[src/rtl/dmem_arbiter.sv]
// Data-memory arbiter: the MEM-stage CPU port has priority, and a read-only debug port
// is granted when the CPU is idle or after MAX_WAIT busy cycles, stalling the pipeline.
module dmem_arbiter #(
    parameter int ADDR_W   = 32,
    parameter int DATA_W   = 32,
    parameter int MAX_WAIT = 4,
    parameter int CNT_W    = 16
) (
    input  logic              clk,
    input  logic              rst,
    input  logic              cpu_req,
    input  logic              cpu_we,
    input  logic [ADDR_W-1:0] cpu_addr,
    input  logic [DATA_W-1:0] cpu_wdata,
    output logic [DATA_W-1:0] cpu_rdata,
    output logic              cpu_stall,
    input  logic              dbg_req,
    input  logic [ADDR_W-1:0] dbg_addr,
    output logic [DATA_W-1:0] dbg_rdata,
    output logic              dbg_ack,
    output logic [ADDR_W-1:0] mem_addr,
    output logic [DATA_W-1:0] mem_wdata,
    output logic              mem_we,
    input  logic [DATA_W-1:0] mem_rdata,
    output logic [CNT_W-1:0]  stall_cnt
);

    localparam int WAIT_W = $clog2(MAX_WAIT + 1);

    typedef enum logic [1:0] {
        S_CPU,
        S_DBG_ISSUE,
        S_DBG_DATA,
        S_DBG_ACK
    } state_t;

    state_t            state, state_next;
    logic [WAIT_W-1:0] wait_cnt, wait_cnt_next;
    logic [ADDR_W-1:0] dbg_addr_q;
    logic              go;

    assign cpu_rdata = mem_rdata;

    // NOTE: every output of this block gets a default before the case statement,
    // so no path leaves a signal unassigned and no latch is inferred.
    always_comb begin
        state_next    = state;
        wait_cnt_next = wait_cnt;
        mem_addr      = cpu_addr;
        mem_wdata     = cpu_wdata;
        mem_we        = cpu_req & cpu_we;
        cpu_stall     = 1'b0;
        go            = dbg_req & (~cpu_req | (wait_cnt == WAIT_W'(MAX_WAIT)));

        case (state)
            S_CPU: begin
                if (go) begin
                    state_next    = S_DBG_ISSUE;
                    wait_cnt_next = '0;
                end else if (dbg_req && cpu_req) begin
                    wait_cnt_next = wait_cnt + 1'b1;
                end else begin
                    wait_cnt_next = '0;
                end
            end
            S_DBG_ISSUE: begin
                mem_addr   = dbg_addr_q;
                mem_we     = 1'b0;
                cpu_stall  = 1'b1;
                state_next = S_DBG_DATA;
            end
            S_DBG_DATA: begin
                mem_addr   = dbg_addr_q;
                mem_we     = 1'b0;
                cpu_stall  = 1'b1;
                state_next = S_DBG_ACK;
            end
            // dbg_req is still high here while the requester sees the ack; ignore it.
            S_DBG_ACK: state_next = S_CPU;
            default:   state_next = S_CPU;
        endcase
    end

    // NOTE: state registers use non-blocking assignments so every flop samples
    // the pre-edge values regardless of statement order.
    always_ff @(posedge clk or posedge rst) begin
        if (rst) begin
            state      <= S_CPU;
            wait_cnt   <= '0;
            dbg_addr_q <= '0;
            dbg_rdata  <= '0;
            dbg_ack    <= 1'b0;
            stall_cnt  <= '0;
        end else begin
            state    <= state_next;
            wait_cnt <= wait_cnt_next;
            dbg_ack  <= (state == S_DBG_DATA);
            if (state == S_CPU && go) begin
                dbg_addr_q <= dbg_addr;
            end
            if (state == S_DBG_DATA) begin
                dbg_rdata <= mem_rdata;
            end
            // Saturates rather than wraps so the display never shows a misleading small value.
            if (cpu_stall && stall_cnt != {CNT_W{1'b1}}) begin
                stall_cnt <= stall_cnt + 1'b1;
            end
        end
    end

endmodule
[config.mk]
export PLATFORM = sky130hd
export DESIGN_NAME = dmem_arbiter
export DESIGN_NICKNAME = d
export VERILOG_FILES = /design/src/rtl/dmem_arbiter.sv
export SDC_FILE = /design/constraint.sdc
export NUM_CORES = 1
export LEC_CHECK = 0
export ABC_AREA = 1
export BUFFER_PORTS_ARGS = -buffer_cell sky130_fd_sc_hd__buf_2
export CAP_MARGIN = 20
export CORE_AREA = 2 2 109 111
export DETAILED_ROUTE_END_ITERATION = 6
export DIE_AREA = 0 0 111 113
export GPL_TIMING_DRIVEN = 0
export PLACE_DENSITY = 0.77
export SLEW_MARGIN = 0
export SYNTH_ARGS = -nofsm -noshare
export SYNTH_HDL_FRONTEND = slang
export SYNTH_SLANG_ARGS = --single-unit
[constraint.sdc]
create_clock -name clk -period 8 [get_ports clk]
set_input_delay 1.6 -clock clk [delete_from_list [all_inputs] [get_ports clk]]
set_output_delay 1.6 -clock clk [all_outputs]
set_load 0.01 [all_outputs]
==> Word-level counts from Yosys, hierarchy flattened <==
Index checks and enable logic that the tools add are counted.
{ "op_classes": {"n_addsub": 2, "eq_ne": 6, "n_mux": 7, "n_bitwise": 4, "n_reduce_logical": 5} }
{ "ops": {"columns": ["cell", "n"], "rows": [
  ["32-bit two-way mux", 1],
  ["16-bit by 1-bit adder with 16-bit output, second input constant", 1],
  ["16-bit inequality test, second input constant", 1],
  ["2-bit one-hot mux with 4 select lines", 1],
  ["3-bit two-way mux", 2],
  ["2-bit equality test, second input constant", 2],
  ["3-bit by 1-bit adder with 3-bit output, second input constant", 1],
  ["3-bit equality test, second input constant", 1],
  ["1-bit logical AND", 3],
  ["1-bit AND", 2],
  ["2-bit by 1-bit equality test with 1-bit output, second input constant", 1],
  ["2-bit zero test", 1],
  ["1-bit two-way mux", 2],
  ["2-bit two-way mux", 1],
  ["2-bit inequality test, second input constant", 1],
  ["2-bit OR reduction", 1],
  ["1-bit NOT", 1],
  ["1-bit bitwise OR", 1]
]} }
{ "totals": {"reg_bits": 86, "in_bits": 133, "elab_cells": 30} }

==> Depth between registers and ports, before layout <==
{ "depth": {"depth_word": 5, "ltp_mapped": 11, "ltp_nobuf": 10} }

==> Least setup slack after synthesis <==
No wires, ideal clock.
{ "synth_path": {"path_kind": "in2out", "startpoint": "in cpu_we", "endpoint": "out mem_we", "arrival_time_ps": 1795, "required_ps": 6400, "slack_ps": 4605, "cell_stages": 2, "n_path_buf": 0, "cell_sequence": "nand2_1 > nor2_1"} }
{ "synth_between": {"elab_chain_len": 2} }
{ "synth_lines": {"columns": ["item", "line", "rtl"], "rows": [
  ["start, declared", "12", "input logic cpu_we,"],
  ["1-bit AND", "51", "mem_we = cpu_req & cpu_we;"],
  ["1-bit two-way mux", "55", "case (state)"],
  ["end, declared", "23", "output logic mem_we,"]
]} }
Every way passes these cells.

==> Worst setup path in the final report <==
{ "layout_path": {"startpoint": "reg state[0]", "endpoint": "out mem_addr[11]"} }
{ "layout_between": {"elab_chain_len": 3, "word_cells_on_any_way": 4} }
{ "layout_lines": {"columns": ["item", "line", "rtl"], "rows": [
  ["start, declared", "37", "state_t state, state_next;"],
  ["start signal, assigned", "95", "state <= state_next;"],
  ["2-bit equality test / 2-bit by 1-bit equality test with 1-bit output (equally long branches)", "55", null],
  ["2-bit OR reduction (no source line) *", null, null],
  ["32-bit two-way mux *", "55", null],
  ["end, declared", "21", "output logic [ADDR_W-1:0] mem_addr,"]
]} }
Every way passes the cells marked *; elsewhere a longest branch is shown, timed or not.

==> impl_metrics.toml <==
[outcome]
status = "complete, no violations"

[clock_tree]
cts_made_buffers = 9
cts_hold_buf = 0
cts.sinks = 86
cts.clk_slew.worst_paths_ps = 60
tritoncts = "yes"
cts_resized = 0
cts_buffer_depth = 2
clkLatencyLatePin_ps = 330
cts_root_buffer = "clkbuf_16"
postCtsSetupRepairBufs = 0
h-tree-depth = 3

[pwr]
p_total_w = 0.00229
power.density_mw_per_mm2 = 357
combPwrFrac_pct = 49.4
p_int_w = 0.00136
power_leakage_nw = 3.56
p_seq_share_pct = 31.2
ir_drop_uv = 230
clkPwrFrac_pct = 19.4
power_switching_w = 0.000927
p_sw_share_pct = 40.5

[grt]
grt_max_degree = 53
gr-total-overflow = 0
grt_pass1_wl_mm = 18.8
antenna_found_initial = 0
grt_usage_pct = 18.3
grt_pass1_vias = 4088

[timing]
period_needed_ps = 3900
slew_viol_final = 0
finalCritPeriodShare_pct = 48.8
worst_pin_slew_ps = 464
relSlewSlack_pct = 69.1
max_freq_mhz = 256
tns_ps = 0
rsz0062_at_grt = "no"
final_hold_viol_count = 0
clock_skew_ps = 5.51
setup-violations-final = 0

[logic_synthesis]
synth.avg_cell_area_um2 = 8.43
yosys_register_bits = 86
ys_seq_area_share_pct = 46.2
ys.warnings.count = 0
syn_nets = 691
synthCells = 552
syn-cell-area_mm2 = 0.00465
synth_cell_types = 23

[cells_and_area]
seqCellArea_mm2 = 0.00215
design_area_mm2 = 0.00641
layout_commonest_cell = "buf_2"
syn2layout_area_growth_pct = 37.8
diodes = 0
multi_input_area_mm2 = 0.00180
mostFrequentLayoutCells = "259 x buf_2, 210 x nand2_1, 86 x dfrtp_1"
layout.nets = 950
layout.cells.non_filler = 958
fillers = 1074
drive_gt1_share_pct = 47.6

[floorplan]
core_mm2 = 0.0113
dieArea_mm2 = 0.0125
ios = 280
initial_core_util_pct = 41.3
dieWidth_um = 111
dieHeight_um = 113
row_count = 39

[flow_run]
cap_violations = 0

[route]
vias = 4318
drt_iter0_markers = 139
via_per_inst = 4.51
wl_per_cell_um = 12.1
drc = 0
drt_wl_total_mm = 11.6
firstDrtPassIters = 4
postRouteAntennaNets = 0

[placement]
dp_cells = 943
dp_hpwl_mm = 9.12
placed_area_mm2 = 0.00610
numPortBuffers = 247
gp_congestion = 0.809

[hold_path]
timing.hold.worst_path_depth = 2
holdPathEnd = "dbg_addr_q[29]"
hp-start = "dbg_addr_q[29]"
hold_path.class = "flip-flop to flip-flop"

[worst_setup_path]
cp.arrival_ps = 2300
r2r-end = "stall_cnt[13]"
r2r_start = "state[1]"
worstRegToRegCells = 10
crit_type = "flip-flop to output pin"
crit_fanout = 10
end_kind = "output pin"
start_kind = "flip-flop"
cp.required_ps = 6400
reg2reg_setup_slack_ps = 6200
## logic make-up after synthesis
family	after synthesis	share of synthesized area [%]
and+or+nand+nor	260	23.5
buffers and inverters	116	15.0
DFF	86	46.2
AOI/OAI and AO/OA	49	5.30
muxes	32	7.74
adders and majority gates	6	1.61
xor gates and xnor gates	3	0.565
## metrics by stage
| stage | hold slack (ps) | utilization [%] | worst slack [ps] |
|---|---|---|---|
| after floorplan | 464 | - | 4180 |
| after CTS | 501 | 56.9 | 4070 |
| after global routing | 510 | 56.9 | 3910 |
| after global placement | 480 | 53.8 | 3030 |
| final | 500 | 56.9 | 4100 |
| after detailed placement | 487 | 54.1 | 4380 |
## state kept, by name (all words and copies together), names as in the netlist
register and count:
state 2, dbg_rdata 32, dbg_addr_q 32, stall_cnt 16, dbg_ack 1, wait_cnt 3
## synthesized netlist by cell type (all sizes together)
master / instances / area (µm²)
o21ai: 48 / 240
clkbuf: 9 / 33.8
dfrtp: 86 / 2150
nand2: 215 / 830
nand3: 10 / 50.1
o22ai: 1 / 6.26
mux2: 32 / 360
xnor2: 3 / 26.3
inv: 29 / 109
nand3b: 3 / 22.5
ha: 6 / 75.1
nand4: 10 / 62.6
buf: 77 / 552
nor2: 22 / 130
clkinv: 1 / 5.00
## worst max path at each step
stage                   from       endpoint
global route        state[0]    mem_addr[2]
detailed placement   cpu_req         mem_we
CTS                 state[0]   mem_addr[11]
global placement         rst  dbg_addr_q[1]
floorplan                rst        dbg_ack
finish              state[0]   mem_addr[11]
## cell type report
class / count / share of cell area (%)
Sequential cell: 86 / 33.6
Multi-Input combinational cell: 350 / 28.1
Timing Repair Buffer: 248 / 19.7
Buffer: 86 / 9.13
Clock buffer: 10 / 3.57
Tap cell: 143 / 2.79
Inverter: 30 / 1.81
Clock inverter: 5 / 1.31
## routing by layer
layer  global-route usage (%)  vias up  part of all wire [%]
li1                         -     2203                     -
met1                     21.6     1953                    40
met2                     33.4      152                    52
met3                     4.77       10                   6.9
met4                     4.67        0                  0.96
met5                        0        -                     0
## power by group through the flow
stage | Sequential, W | Clock, W | Combinational, W
after floorplan | 0.000757 | 0 | 0.000666
after global placement | 0.000713 | 0 | 0.00113
after detailed placement | 0.000723 | 0 | 0.00115
after CTS | 0.000717 | 0.000457 | 0.00115
after global routing | 0.000741 | 0.000471 | 0.00127
final | 0.000715 | 0.000444 | 0.00113
## critical path: stages, from the launching register on
cell and delay (ps):
dfrtp_1 350, inv_1 110, ha_1 260, buf_2 190
inv_1 170, buf_2 300, buf_2 280, nand2_1 120
nand2_1 70, buf_2 120
No activity file was read; power rests on OpenSTA's default activity.
